--- src/rtl/writeback_arbiter_pkg.sv ---
// Shared widths, the pending-write record and default sizing for the MIPS32 writeback path.
package mips32_pkg;

    localparam int REG_ADDR_W      = 5;
    localparam int DATA_W          = 32;
    localparam int WB_DEPTH        = 4;
    localparam int WB_STARVE_LIMIT = 8;

    typedef struct packed {
        logic [REG_ADDR_W-1:0] regno;
        logic [DATA_W-1:0]     data;
    } wb_entry_t;

    typedef enum logic [1:0] {
        SEL_NONE,
        SEL_ALU,
        SEL_FIFO
    } wb_sel_e;

endpackage

--- src/rtl/writeback_arbiter_if.sv ---
// Bundle of ALU/MDU result inputs, register-file write port and forwarding query for the arbiter.
interface writeback_arbiter_if;
    import mips32_pkg::*;

    logic                  alu_valid;
    logic [REG_ADDR_W-1:0] alu_reg;
    logic [DATA_W-1:0]     alu_data;
    logic                  mdu_valid;
    logic [REG_ADDR_W-1:0] mdu_reg;
    logic [DATA_W-1:0]     mdu_data;
    logic                  mdu_ready;
    logic                  alu_stall;
    logic                  RegWrite;
    logic [REG_ADDR_W-1:0] WriteReg;
    logic [DATA_W-1:0]     WriteData;
    logic [REG_ADDR_W-1:0] byp_reg;
    logic                  byp_hit;
    logic [DATA_W-1:0]     byp_data;

    modport master (
        output alu_valid, alu_reg, alu_data, mdu_valid, mdu_reg, mdu_data, byp_reg,
        input  mdu_ready, alu_stall, RegWrite, WriteReg, WriteData, byp_hit, byp_data
    );

    modport slave (
        input  alu_valid, alu_reg, alu_data, mdu_valid, mdu_reg, mdu_data, byp_reg,
        output mdu_ready, alu_stall, RegWrite, WriteReg, WriteData, byp_hit, byp_data
    );

endinterface

--- src/rtl/writeback_arbiter_fifo.sv ---
// In-order queue of pending MDU results; also exposes every slot ordered oldest-first
// so the parent can search pending writes without knowing the pointer layout.
module wb_fifo
    import mips32_pkg::*;
#(
    parameter int DEPTH = WB_DEPTH
) (
    input  logic                           clock,
    input  logic                           reset_n,
    input  logic                           i_push,
    input  logic                           i_pop,
    input  wb_entry_t                      i_push_entry,
    output wb_entry_t                      o_head,
    output logic [$clog2(DEPTH+1)-1:0]     o_count,
    output logic [DEPTH-1:0]               o_age_valid,
    output wb_entry_t [DEPTH-1:0]          o_age_entry
);
    localparam int PTR_W = $clog2(DEPTH);
    localparam int CNT_W = $clog2(DEPTH + 1);

    wb_entry_t        r_mem [DEPTH];
    logic [PTR_W-1:0] r_rptr;
    logic [PTR_W-1:0] r_wptr;
    logic [CNT_W-1:0] r_count;

    always_ff @(posedge clock) begin
        if (!reset_n) begin
            r_rptr  <= '0;
            r_wptr  <= '0;
            r_count <= '0;
        end else begin
            if (i_push) r_wptr <= r_wptr + PTR_W'(1);
            if (i_pop)  r_rptr <= r_rptr + PTR_W'(1);
            case ({i_push, i_pop})
                2'b10:   r_count <= r_count + CNT_W'(1);
                2'b01:   r_count <= r_count - CNT_W'(1);
                default: r_count <= r_count;
            endcase
        end
    end

    // Storage is not reset: slots only become visible through the count.
    always_ff @(posedge clock) begin
        if (i_push) r_mem[r_wptr] <= i_push_entry;
    end

    always_comb begin
        o_age_valid = '0;
        o_age_entry = '0;
        for (int i = 0; i < DEPTH; i++) begin
            o_age_entry[i] = r_mem[r_rptr + PTR_W'(i)];
            o_age_valid[i] = (CNT_W'(i) < r_count);
        end
    end

    assign o_head  = r_mem[r_rptr];
    assign o_count = r_count;

endmodule

--- src/rtl/writeback_arbiter.sv ---
// Writeback arbiter: ALU results win the register-file port, MDU results queue in wb_fifo,
// and a starve counter forces the queue head through. WRITEBACK_BYPASS_EN adds a pending-write search.
module writeback_arbiter
    import mips32_pkg::*;
#(
    parameter int DEPTH        = WB_DEPTH,
    parameter int STARVE_LIMIT = WB_STARVE_LIMIT
) (
    input  logic               clock,
    input  logic               reset_n,
    writeback_arbiter_if.slave bus
);
    localparam int         CNT_W      = $clog2(DEPTH + 1);
    localparam logic [3:0] STARVE_MAX = 4'(STARVE_LIMIT);

    logic [CNT_W-1:0]      w_count;
    logic [DEPTH-1:0]      w_age_valid;
    wb_entry_t [DEPTH-1:0] w_age_entry;
    wb_entry_t             w_head;
    wb_entry_t             w_push_entry;
    wb_entry_t             w_sel_entry;
    wb_sel_e               w_sel;
    logic                  w_fifo_nempty;
    logic                  w_mdu_ready;
    logic                  w_push;
    logic                  w_pop;
    logic                  w_alu_ok;
    logic [3:0]            r_starve;
    logic [3:0]            w_starve_nxt;
    logic                  r_alu_stall;
    logic                  w_stall_nxt;
    logic                  r_wr_en_p1;
    logic [REG_ADDR_W-1:0] r_wr_reg_p1;
    logic [DATA_W-1:0]     r_wr_data_p1;

    assign w_fifo_nempty = (w_count != '0);
    assign w_mdu_ready   = (w_count < CNT_W'(DEPTH));
    // Writes to $zero are accepted on the handshake but never queued.
    assign w_push        = bus.mdu_valid && w_mdu_ready && (bus.mdu_reg != '0);
    assign w_alu_ok      = bus.alu_valid && (bus.alu_reg != '0) && !r_alu_stall;
    assign w_push_entry  = '{regno: bus.mdu_reg, data: bus.mdu_data};
    assign w_pop         = (w_sel == SEL_FIFO);

    wb_fifo #(.DEPTH(DEPTH)) u_fifo (
        .clock        (clock),
        .reset_n      (reset_n),
        .i_push       (w_push),
        .i_pop        (w_pop),
        .i_push_entry (w_push_entry),
        .o_head       (w_head),
        .o_count      (w_count),
        .o_age_valid  (w_age_valid),
        .o_age_entry  (w_age_entry)
    );

    // Stage p0: choose the source for this cycle's write.
    always_comb begin
        w_sel       = SEL_NONE;
        w_sel_entry = '0;
        if (r_alu_stall && w_fifo_nempty) begin
            w_sel       = SEL_FIFO;
            w_sel_entry = w_head;
        end else if (w_alu_ok) begin
            w_sel       = SEL_ALU;
            w_sel_entry = '{regno: bus.alu_reg, data: bus.alu_data};
        end else if (w_fifo_nempty) begin
            w_sel       = SEL_FIFO;
            w_sel_entry = w_head;
        end
    end

    always_comb begin
        w_starve_nxt = r_starve;
        if (w_pop || !w_fifo_nempty) begin
            w_starve_nxt = '0;
        end else if ((w_sel == SEL_ALU) && (r_starve < STARVE_MAX)) begin
            w_starve_nxt = r_starve + 4'd1;
        end
    end

    // Only the transition onto the limit raises the stall, so a saturated counter pulses once.
    assign w_stall_nxt = (w_starve_nxt == STARVE_MAX) && (r_starve != STARVE_MAX);

    always_ff @(posedge clock) begin
        if (!reset_n) begin
            r_starve    <= '0;
            r_alu_stall <= 1'b0;
        end else begin
            r_starve    <= w_starve_nxt;
            r_alu_stall <= w_stall_nxt;
        end
    end

    // Stage p1: registered register-file write port; address/data hold when idle.
    always_ff @(posedge clock) begin
        if (!reset_n) begin
            r_wr_en_p1   <= 1'b0;
            r_wr_reg_p1  <= '0;
            r_wr_data_p1 <= '0;
        end else begin
            r_wr_en_p1 <= (w_sel != SEL_NONE);
            if (w_sel != SEL_NONE) begin
                r_wr_reg_p1  <= w_sel_entry.regno;
                r_wr_data_p1 <= w_sel_entry.data;
            end
        end
    end

    assign bus.mdu_ready = w_mdu_ready;
    assign bus.alu_stall = r_alu_stall;
    assign bus.RegWrite  = r_wr_en_p1;
    assign bus.WriteReg  = r_wr_reg_p1;
    assign bus.WriteData = r_wr_data_p1;

`ifdef WRITEBACK_BYPASS_EN
    logic              w_byp_hit;
    logic [DATA_W-1:0] w_byp_data;

    // Later (younger) matches overwrite earlier ones; the output register is oldest of all.
    always_comb begin
        w_byp_hit  = 1'b0;
        w_byp_data = '0;
        if (bus.byp_reg != '0) begin
            if (r_wr_en_p1 && (r_wr_reg_p1 == bus.byp_reg)) begin
                w_byp_hit  = 1'b1;
                w_byp_data = r_wr_data_p1;
            end
            for (int i = 0; i < DEPTH; i++) begin
                if (w_age_valid[i] && (w_age_entry[i].regno == bus.byp_reg)) begin
                    w_byp_hit  = 1'b1;
                    w_byp_data = w_age_entry[i].data;
                end
            end
        end
    end

    assign bus.byp_hit  = w_byp_hit;
    assign bus.byp_data = w_byp_data;
`else
    logic w_unused_byp;
    assign w_unused_byp = ^{bus.byp_reg, w_age_valid, w_age_entry};
    assign bus.byp_hit  = 1'b0;
    assign bus.byp_data = '0;
`endif

endmodule

--- src/flat_wrapper.sv ---
// flat-port wrapper written by rule: the top's interface ports become plain ports
module writeback_arbiter_flat import mips32_pkg::*;
#(
    parameter int DEPTH        = WB_DEPTH,
    parameter int STARVE_LIMIT = WB_STARVE_LIMIT
)
  (clock, reset_n, bus_alu_valid, bus_alu_reg, bus_alu_data, bus_mdu_valid, bus_mdu_reg, bus_mdu_data, bus_byp_reg, bus_mdu_ready, bus_alu_stall, bus_RegWrite, bus_WriteReg, bus_WriteData, bus_byp_hit, bus_byp_data);
  writeback_arbiter_if bus_i ();
  input  logic clock;
  input  logic reset_n;
  input wire logic [$bits(bus_i.alu_valid)-1:0] bus_alu_valid;
  input wire logic [$bits(bus_i.alu_reg)-1:0] bus_alu_reg;
  input wire logic [$bits(bus_i.alu_data)-1:0] bus_alu_data;
  input wire logic [$bits(bus_i.mdu_valid)-1:0] bus_mdu_valid;
  input wire logic [$bits(bus_i.mdu_reg)-1:0] bus_mdu_reg;
  input wire logic [$bits(bus_i.mdu_data)-1:0] bus_mdu_data;
  input wire logic [$bits(bus_i.byp_reg)-1:0] bus_byp_reg;
  output wire logic [$bits(bus_i.mdu_ready)-1:0] bus_mdu_ready;
  output wire logic [$bits(bus_i.alu_stall)-1:0] bus_alu_stall;
  output wire logic [$bits(bus_i.RegWrite)-1:0] bus_RegWrite;
  output wire logic [$bits(bus_i.WriteReg)-1:0] bus_WriteReg;
  output wire logic [$bits(bus_i.WriteData)-1:0] bus_WriteData;
  output wire logic [$bits(bus_i.byp_hit)-1:0] bus_byp_hit;
  output wire logic [$bits(bus_i.byp_data)-1:0] bus_byp_data;
  assign bus_i.alu_valid = bus_alu_valid;
  assign bus_i.alu_reg = bus_alu_reg;
  assign bus_i.alu_data = bus_alu_data;
  assign bus_i.mdu_valid = bus_mdu_valid;
  assign bus_i.mdu_reg = bus_mdu_reg;
  assign bus_i.mdu_data = bus_mdu_data;
  assign bus_i.byp_reg = bus_byp_reg;
  assign bus_mdu_ready = bus_i.mdu_ready;
  assign bus_alu_stall = bus_i.alu_stall;
  assign bus_RegWrite = bus_i.RegWrite;
  assign bus_WriteReg = bus_i.WriteReg;
  assign bus_WriteData = bus_i.WriteData;
  assign bus_byp_hit = bus_i.byp_hit;
  assign bus_byp_data = bus_i.byp_data;
  writeback_arbiter #(.DEPTH(DEPTH), .STARVE_LIMIT(STARVE_LIMIT)) u_core (.clock(clock), .reset_n(reset_n), .bus(bus_i));
endmodule
--- config.mk ---
export PLATFORM = sky130hd
export DESIGN_NAME = writeback_arbiter_flat
export DESIGN_NICKNAME = d
export VERILOG_FILES = /design/src/rtl/writeback_arbiter_pkg.sv /design/src/rtl/writeback_arbiter_if.sv /design/src/rtl/writeback_arbiter_fifo.sv /design/src/rtl/writeback_arbiter.sv /design/src/flat_wrapper.sv
export SDC_FILE = /design/constraint.sdc
export NUM_CORES = 1
export LEC_CHECK = 0
export CORE_MARGIN = 2
export CORE_UTILIZATION = 53
export CTS_BUF_LIST = sky130_fd_sc_hd__clkbuf_8
export DETAILED_ROUTE_END_ITERATION = 10
export PLACE_DENSITY_LB_ADDON = 0.25
export SYNTH_ARGS = -nofsm -noshare
export SYNTH_HDL_FRONTEND = slang
export SYNTH_SLANG_ARGS = --single-unit
--- constraint.sdc ---
create_clock -name clock -period 4.45 [get_ports clock]
set_input_delay 1.335 -clock clock [delete_from_list [all_inputs] [get_ports clock]]
set_output_delay 1.335 -clock clock [all_outputs]
set_load 0.05 [all_outputs]
**Yosys cells after proc, flatten, opt, wreduce, memory -nomap -nowiden**

Memories as Yosys holds them, arrays and structs flattened. A register that Yosys moved wholly into a read port is not among the register bits.
Cells that the tools add are included.

- Register bits: 50
- RAM bits: 148
- Input port bits: 83
- Output and inout port bits: 73
- Logic and storage cells: 50
- Memories kept: 1

Memory list:

| name | depth | bits a word | read ports | clocked after memory_dff | write ports | line | text |
|---|---|---|---|---|---|---|---|
| u_core.u_fifo.r_mem | 4 | 37 | 1 | 1 | 1 | writeback_arbiter_fifo.sv:21 | `wb_entry_t r_mem [DEPTH];` |

- $add $sub $neg: 5
- $lt $le $gt $ge: 2
- Equality and inequality tests: 6
- Multiplexer cells: 13
- Reductions and logical operators: 15

Operator list:

| operator | count |
|---|---|
| 37-bit two-way mux | 3 |
| 2-bit two-way mux | 5 |
| 5-bit nonzero test | 2 |
| 4-bit two-way mux | 2 |
| 1-bit logical AND | 7 |
| 3-bit one-hot mux with 2 select lines | 1 |
| 2-bit by 1-bit adder with 2-bit output (second input constant) | 2 |
| 4-bit by 1-bit adder with 4-bit output (second input constant) | 1 |
| 2-bit by 1-bit == test with 1-bit output (second input constant) | 2 |
| 2-bit == test (second input constant) | 2 |
| 4-bit == test (second input constant) | 1 |
| 4-bit < comparator (second input constant) | 1 |
| 4-bit != test (second input constant) | 1 |
| 2-bit nonzero test | 2 |
| 3-bit by 1-bit adder with 3-bit output (second input constant) | 1 |
| 3-bit < comparator (second input constant) | 1 |
| 3-bit nonzero test | 1 |
| 3-bit by 1-bit subtractor with 3-bit output (second input constant) | 1 |
| 1-bit zero test | 2 |
| 1-bit two-way mux | 2 |
| 1-bit logical OR | 1 |

**Depth between registers and ports, before layout**

- Depth in word-level cells: 11
- Depth in mapped cells: 10
- Mapped depth without buffers: 9

**Cells and area by module**

From an unflattened synthesis, not the netlist that was laid out.

- Cell total of the unflattened synthesis: 659
- Area total of the unflattened synthesis: 11,119.4 µm²

Modules (own cells, without submodules):

| module | instances | cells each | area each (µm²) | seq. area each (µm²) |
|---|---|---|---|---|
| wb_fifo | 1 | 418 | 8,853.5 | 4,624.4 |
| writeback_arbiter | 1 | 241 | 2,265.9 | 860.8 |

**Worst setup path before layout**

No wires, ideal clock.

- Path type: input to register
- Start point: in bus_alu_reg[1]
- End point: reg u_core.u_fifo.r_count[2], in the netlist u_core.u_fifo.o_count[2]
- Setup time: 71 ps
- Data arrival time: 3,531 ps
- Required time: 4,379 ps
- Slack: 849 ps
- Cell stages on the path: 10
- Buffers on the path: 1
- Cell sequence: or4_4 -> o21a_1 -> clkbuf_1 -> nor2_1 -> ha_1 -> inv_1 -> fa_1 -> xor2_1 -> or3_1 -> a21oi_1

- Cells in the longest elaborated chain, start to end: 8
- Elaborated cells between the ends (all ways): 10
- Classes of those cells: eq/ne: 3; mux: 3; reduce/logical: 4

Ends and longest elaborated chain:

| element | line | text |
|---|---|---|
| start, declared | flat_wrapper.sv:12 | `input wire logic [$bits(bus_i.alu_reg)-1:0] bus_alu_reg;` |
| 5-bit nonzero test * | writeback_arbiter.sv:40 | `assign w_alu_ok = bus.alu_valid && (bus.alu_reg != '0) && !r_alu_stall;` |
| 1-bit logical AND * (2 in a row) | writeback_arbiter.sv:40 |  |
| 2-bit two-way mux * | writeback_arbiter.sv:63 | `end else if (w_alu_ok) begin` |
| 2-bit two-way mux * | writeback_arbiter.sv:60 | `if (r_alu_stall && w_fifo_nempty) begin` |
| 2-bit == test * | writeback_arbiter.sv:42 | `assign w_pop = (w_sel == SEL_FIFO);` |
| 2-bit by 1-bit == test with 1-bit output or 2-bit == test (tied branches) | writeback_arbiter_fifo.sv:34 | `case ({i_push, i_pop})` |
| 3-bit one-hot mux with 2 select lines or 2-bit nonzero test (tied branches) | - |  |
| end signal, assigned | writeback_arbiter_fifo.sv:35 | `2'b10: r_count <= r_count + CNT_W'(1);` |
| end signal, assigned | writeback_arbiter_fifo.sv:36 | `2'b01: r_count <= r_count - CNT_W'(1);` |
| end signal, assigned | writeback_arbiter_fifo.sv:37 | `default: r_count <= r_count;` |
| end, declared | writeback_arbiter_fifo.sv:24 | `logic [CNT_W-1:0] r_count;` |

Mark *: on every way between the ends. The rest lies on a longest branch, timed or not.
A chain may end at the register's enable or synchronous reset.

**Final worst setup path**

- Start point: in bus_mdu_reg[0]
- End point: reg u_core.u_fifo.r_count[2], in the netlist u_core.u_fifo.o_count[2]

- Cells in the longest elaborated chain, start to end: 4
- Elaborated cells between the ends (all ways): 6
- Classes of those cells: eq/ne: 2; mux: 1; reduce/logical: 3

Ends and longest elaborated chain:

| element | line | text |
|---|---|---|
| start, declared | flat_wrapper.sv:15 | `input wire logic [$bits(bus_i.mdu_reg)-1:0] bus_mdu_reg;` |
| 5-bit nonzero test * | writeback_arbiter.sv:39 | `assign w_push = bus.mdu_valid && w_mdu_ready && (bus.mdu_reg != '0);` |
| 1-bit logical AND * | writeback_arbiter.sv:39 |  |
| 2-bit by 1-bit == test with 1-bit output or 2-bit == test (tied branches) | writeback_arbiter_fifo.sv:34 |  |
| 3-bit one-hot mux with 2 select lines or 2-bit nonzero test (tied branches) | - |  |

Marked as above.

==> impl_results.md <==
* Result of the run: finished, final reports clean
* Critical hold path startpoint: u_core.u_fifo.r_rptr[1]
* Final WS setup at 0.870 ns
* Antenna violations before repair at 0
* Wirelength per Cell at 19.3 µm
* Count of flip-flops with a built-in enable after synthesis at 148
* Number of cells traversed by the worst hold path at 2
* FF-to-FF setup slack at 2.19 ns
* Count of nets after finishing at 725
* Total of fill cells in the finished design at 1,001
* Deepest clock path buffer count at 2
* Endpoint arrival time on the critical path at 3.97 ns
* Setup WS pre-CTS at 0.422 ns
* Hold/Removal Path Class: flip-flop to flip-flop
* Global router's overall resource usage at 0.210
* R2R depth at 9
* Via/cell ratio at 5.58
* Global-route congestion overflow total at 0
* Count of different cell masters after synthesis at 33
* Width of the chip at 126 µm
* Final worst clock skew at 0.0103 ns
* Total number of vias at 4,636
* Worst Tran Pin Value at 1.07 ns
* Critical R2R Launch: u_core.u_fifo.o_count[2]
* Number of buffers added to fix hold violations after cts at 0
* Global-route wire length before repair at 24,900 µm
* Final Max Slew Viols at 0
* Post-DP HPWL at 10,100 µm
* Clock transition at path regs at 0.09 ns
* Grt peak-use layer: met2
* Final number of hold-violating endpoints at 0
* Area Growth Syn to Fin at 21.2%
* Worst slew slack as a fraction of its limit at 0.289
* Max Cap Viol at 0
* Layout cells sized above 1 at 0.130
* Site Rows at 44
* TritonCTS buffer count at 17
* Maximum resistive drop on vdd at 0.295 mV
* Global Route met1 Usage at 0.266
* Buffer cell driving the clock tree root: sky130_fd_sc_hd__clkbuf_8
* Met2 demand-to-capacity share in global routing at 0.351
* Max Fanout on Critical Path at 7
* CP Launch Type: input pin
* Die ar. at 0.0158 mm²
* Post-synthesis sequential area ratio at 0.699
* Die Ht at 126 µm
* RSZ-0062 raised after global routing: false
* Synth Area in XOR/XNOR at 0.00558
* Synth Area in Simple Gates at 0.0371
* CTS tree: done
* Clock H-tree levels at 4
* Max Clk Rate at 0.279 GHz
* Count of mapped cells out of synthesis at 519
* Routability-driven placement congestion ratio at 0.700
* Area fraction in compound gates after synthesis at 0.0831
* Share of flip-flops with an asynchronous set or reset after synthesis at 0
* Final design utilization at 0.657
* Number of port buffers at 117
* Final antenna diode count at 0
* Critical path endpoint category: flip-flop
* DRC marker count from the first detailed-route iteration at 336
* Kind of critical path: input pin to flip-flop
* Synth warn at 0
* Total Negative Setup Slacks at 0 ns
* Worst path required time at 4.84 ns
* Via count of the first global-routing pass at 4,701
* Multiplexer fraction of the synthesized cell area at 0.109
* Final worst path period share at 0.805
* Met3 usage in global routing at 0.0523
* Resized Gates After CTS at 0
* Starting Density at 0.542
* Iteration count of the initial detailed-routing pass at 4
* Main flop type after synthesis: sky130_fd_sc_hd__edfxtp_1
* Reg2reg end: u_core.u_fifo.o_count[2]
* Post-Syn Area at 0.00785 mm²
* Shortest period the worst path allows at 3.58 ns
* Detail Route Antenna Nets at 0
* Standby leakage power at 0.00321 µW
* I/O pin cnt at 156
* Setup Fix Bufs, Post-CTS at 0
* Dominant combinational cell family by area after synthesis: multiplexers
* Power per unit of standard cell area at 534 mW/mm²
* Maximum number of pins on one net before global-route repair at 43
* Syn avg cell area at 15.1 µm²
* DRC at 0
* Synth Area in Adders at 0.0137
* Post-detailed-routing wire length at 16,000 µm
* Clock network latency to the later pin of the worst-skew pair at 0.45 ns
* Core footprint at 0.0145 mm²
* Final setup violating endpoints at 0
* Flip-flop and latch count after synthesis at 200
* Worst hold slack after final layout at 0.527 ns
* Clock sink count at 200
## cell usage in the layout, fill, tap and decap left out, types with 2 or more instances in the layout
master and count:
sky130_fd_sc_hd__a211oi_1 2, sky130_fd_sc_hd__a21oi_1 78, sky130_fd_sc_hd__and2_2 4, sky130_fd_sc_hd__buf_12 2, sky130_fd_sc_hd__buf_4 7, sky130_fd_sc_hd__bufinv_16 3
sky130_fd_sc_hd__clkbuf_8 19, sky130_fd_sc_hd__clkdlybuf4s50_1 117, sky130_fd_sc_hd__clkinv_1 2, sky130_fd_sc_hd__clkinv_2 4, sky130_fd_sc_hd__conb_1 33, sky130_fd_sc_hd__dfxtp_1 50
sky130_fd_sc_hd__dfxtp_2 2, sky130_fd_sc_hd__edfxtp_1 148, sky130_fd_sc_hd__ha_1 7, sky130_fd_sc_hd__inv_1 16, sky130_fd_sc_hd__mux2i_1 2, sky130_fd_sc_hd__mux4_2 37
sky130_fd_sc_hd__nand2_1 37, sky130_fd_sc_hd__nand3_1 3, sky130_fd_sc_hd__nor2_1 10, sky130_fd_sc_hd__nor2b_1 2, sky130_fd_sc_hd__nor3_1 3, sky130_fd_sc_hd__o21ai_0 35
sky130_fd_sc_hd__o21ai_1 4, sky130_fd_sc_hd__or3_1 2, sky130_fd_sc_hd__xnor2_1 2, sky130_fd_sc_hd__xor2_1 3
## cells by family after synthesis
| family | count (synthesis) |
|---|---|
| muxes | 39 |
| adders and majority gates | 8 |
| and+or+nand+nor | 66 |
| DFF | 200 |
| buffers and inverters | 75 |
| AOI/OAI and AO/OA | 125 |
| xor gates and xnor gates | 5 |
| other | 1 |
## stage by stage
stage	std cells	cell area [µm²]	power (µW)
finish	831	9520	5080
global route	831	9520	5320
CTS	831	9520	5120
detailed placement	799	9120	3990
global placement	799	9120	3940
floorplan	551	7970	3500
## Yosys cell counts, types with 4 or more instances
| master | n | area, µm² |
|---|---|---|
| sky130_fd_sc_hd__o21ai_1 | 4 | 20.0 |
| sky130_fd_sc_hd__and2_1 | 4 | 25.0 |
| sky130_fd_sc_hd__edfxtp_1 | 148 | 4440 |
| sky130_fd_sc_hd__o21ai_0 | 35 | 175 |
| sky130_fd_sc_hd__ha_1 | 7 | 87.6 |
| sky130_fd_sc_hd__buf_2 | 5 | 25.0 |
| sky130_fd_sc_hd__nand3_1 | 4 | 20.0 |
| sky130_fd_sc_hd__dfxtp_1 | 52 | 1040 |
| sky130_fd_sc_hd__buf_4 | 33 | 248 |
| sky130_fd_sc_hd__nand2_1 | 37 | 139 |
| sky130_fd_sc_hd__nor3_1 | 4 | 20.0 |
| sky130_fd_sc_hd__a21oi_1 | 78 | 390 |
| sky130_fd_sc_hd__clkbuf_1 | 24 | 90.1 |
| sky130_fd_sc_hd__mux4_2 | 37 | 833 |
| sky130_fd_sc_hd__nor2_1 | 10 | 37.5 |
| sky130_fd_sc_hd__inv_1 | 13 | 48.8 |
## registers in the layout (all words and copies together) (netlist names), named ones only
signal / count
u_core.u_fifo.r_mem: 148
u_core.bus.WriteData: 32
u_core.bus.WriteReg: 5
u_core.r_starve: 4
u_core.u_fifo.o_count: 3
u_core.u_fifo.r_rptr: 2
u_core.u_fifo.r_wptr: 2
u_core.bus.RegWrite: 1
u_core.bus.alu_stall: 1
## worst max-delay path: stages
cell and delay (ns):
sky130_fd_sc_hd__clkdlybuf4s50_1 0.49, sky130_fd_sc_hd__or3_1 0.39, sky130_fd_sc_hd__o311a_1 0.40, sky130_fd_sc_hd__inv_1 0.11
sky130_fd_sc_hd__ha_1 0.18, sky130_fd_sc_hd__inv_1 0.06, sky130_fd_sc_hd__fa_1 0.37, sky130_fd_sc_hd__xor2_1 0.16
sky130_fd_sc_hd__or3_1 0.31, sky130_fd_sc_hd__a21oi_1 0.14
## area by class of cell
cell class / count / area, µm² / area share
Tap cell: 184 / 230 / 0.0242
Timing Repair Buffer: 126 / 1260 / 0.133
Clock buffer: 19 / 262 / 0.0275
Inverter: 13 / 48.8 / 0.00513
Sequential cell: 200 / 5490 / 0.577
Multi-Input combinational cell: 276 / 2090 / 0.219
Clock inverter: 13 / 136 / 0.0143
## report_power, final
part	internal, µW	switching, µW
logic	573	939
registers	2270	153
clock network	572	574
## worst max-delay path by stage
stage	start	endpoint	slack, ns	depth (start not counted)
after CTS	bus_mdu_reg[0]	u_core.u_fifo.o_count[2]	0.90	10
after detailed placement	bus_mdu_reg[0]	u_core.u_fifo.o_count[2]	0.42	10
after floorplan	bus_alu_reg[1]	u_core.u_fifo.o_count[2]	0.85	10
final	bus_mdu_reg[0]	u_core.u_fifo.o_count[2]	0.87	10
after global routing	bus_mdu_reg[0]	u_core.u_fifo.o_count[2]	0.78	10
after global placement	bus_mdu_reg[1]	u_core.u_fifo.o_count[2]	0.52	10
## per-layer routing
| layer | vias to the layer above | share of wire |
|---|---|---|
| met5 | - | 0 |
| li1 | 2114 | - |
| met1 | 2288 | 0.40 |
| met4 | 0 | 0.019 |
| met3 | 25 | 0.074 |
| met2 | 209 | 0.50 |
Power figures use the tool's default switching activity.
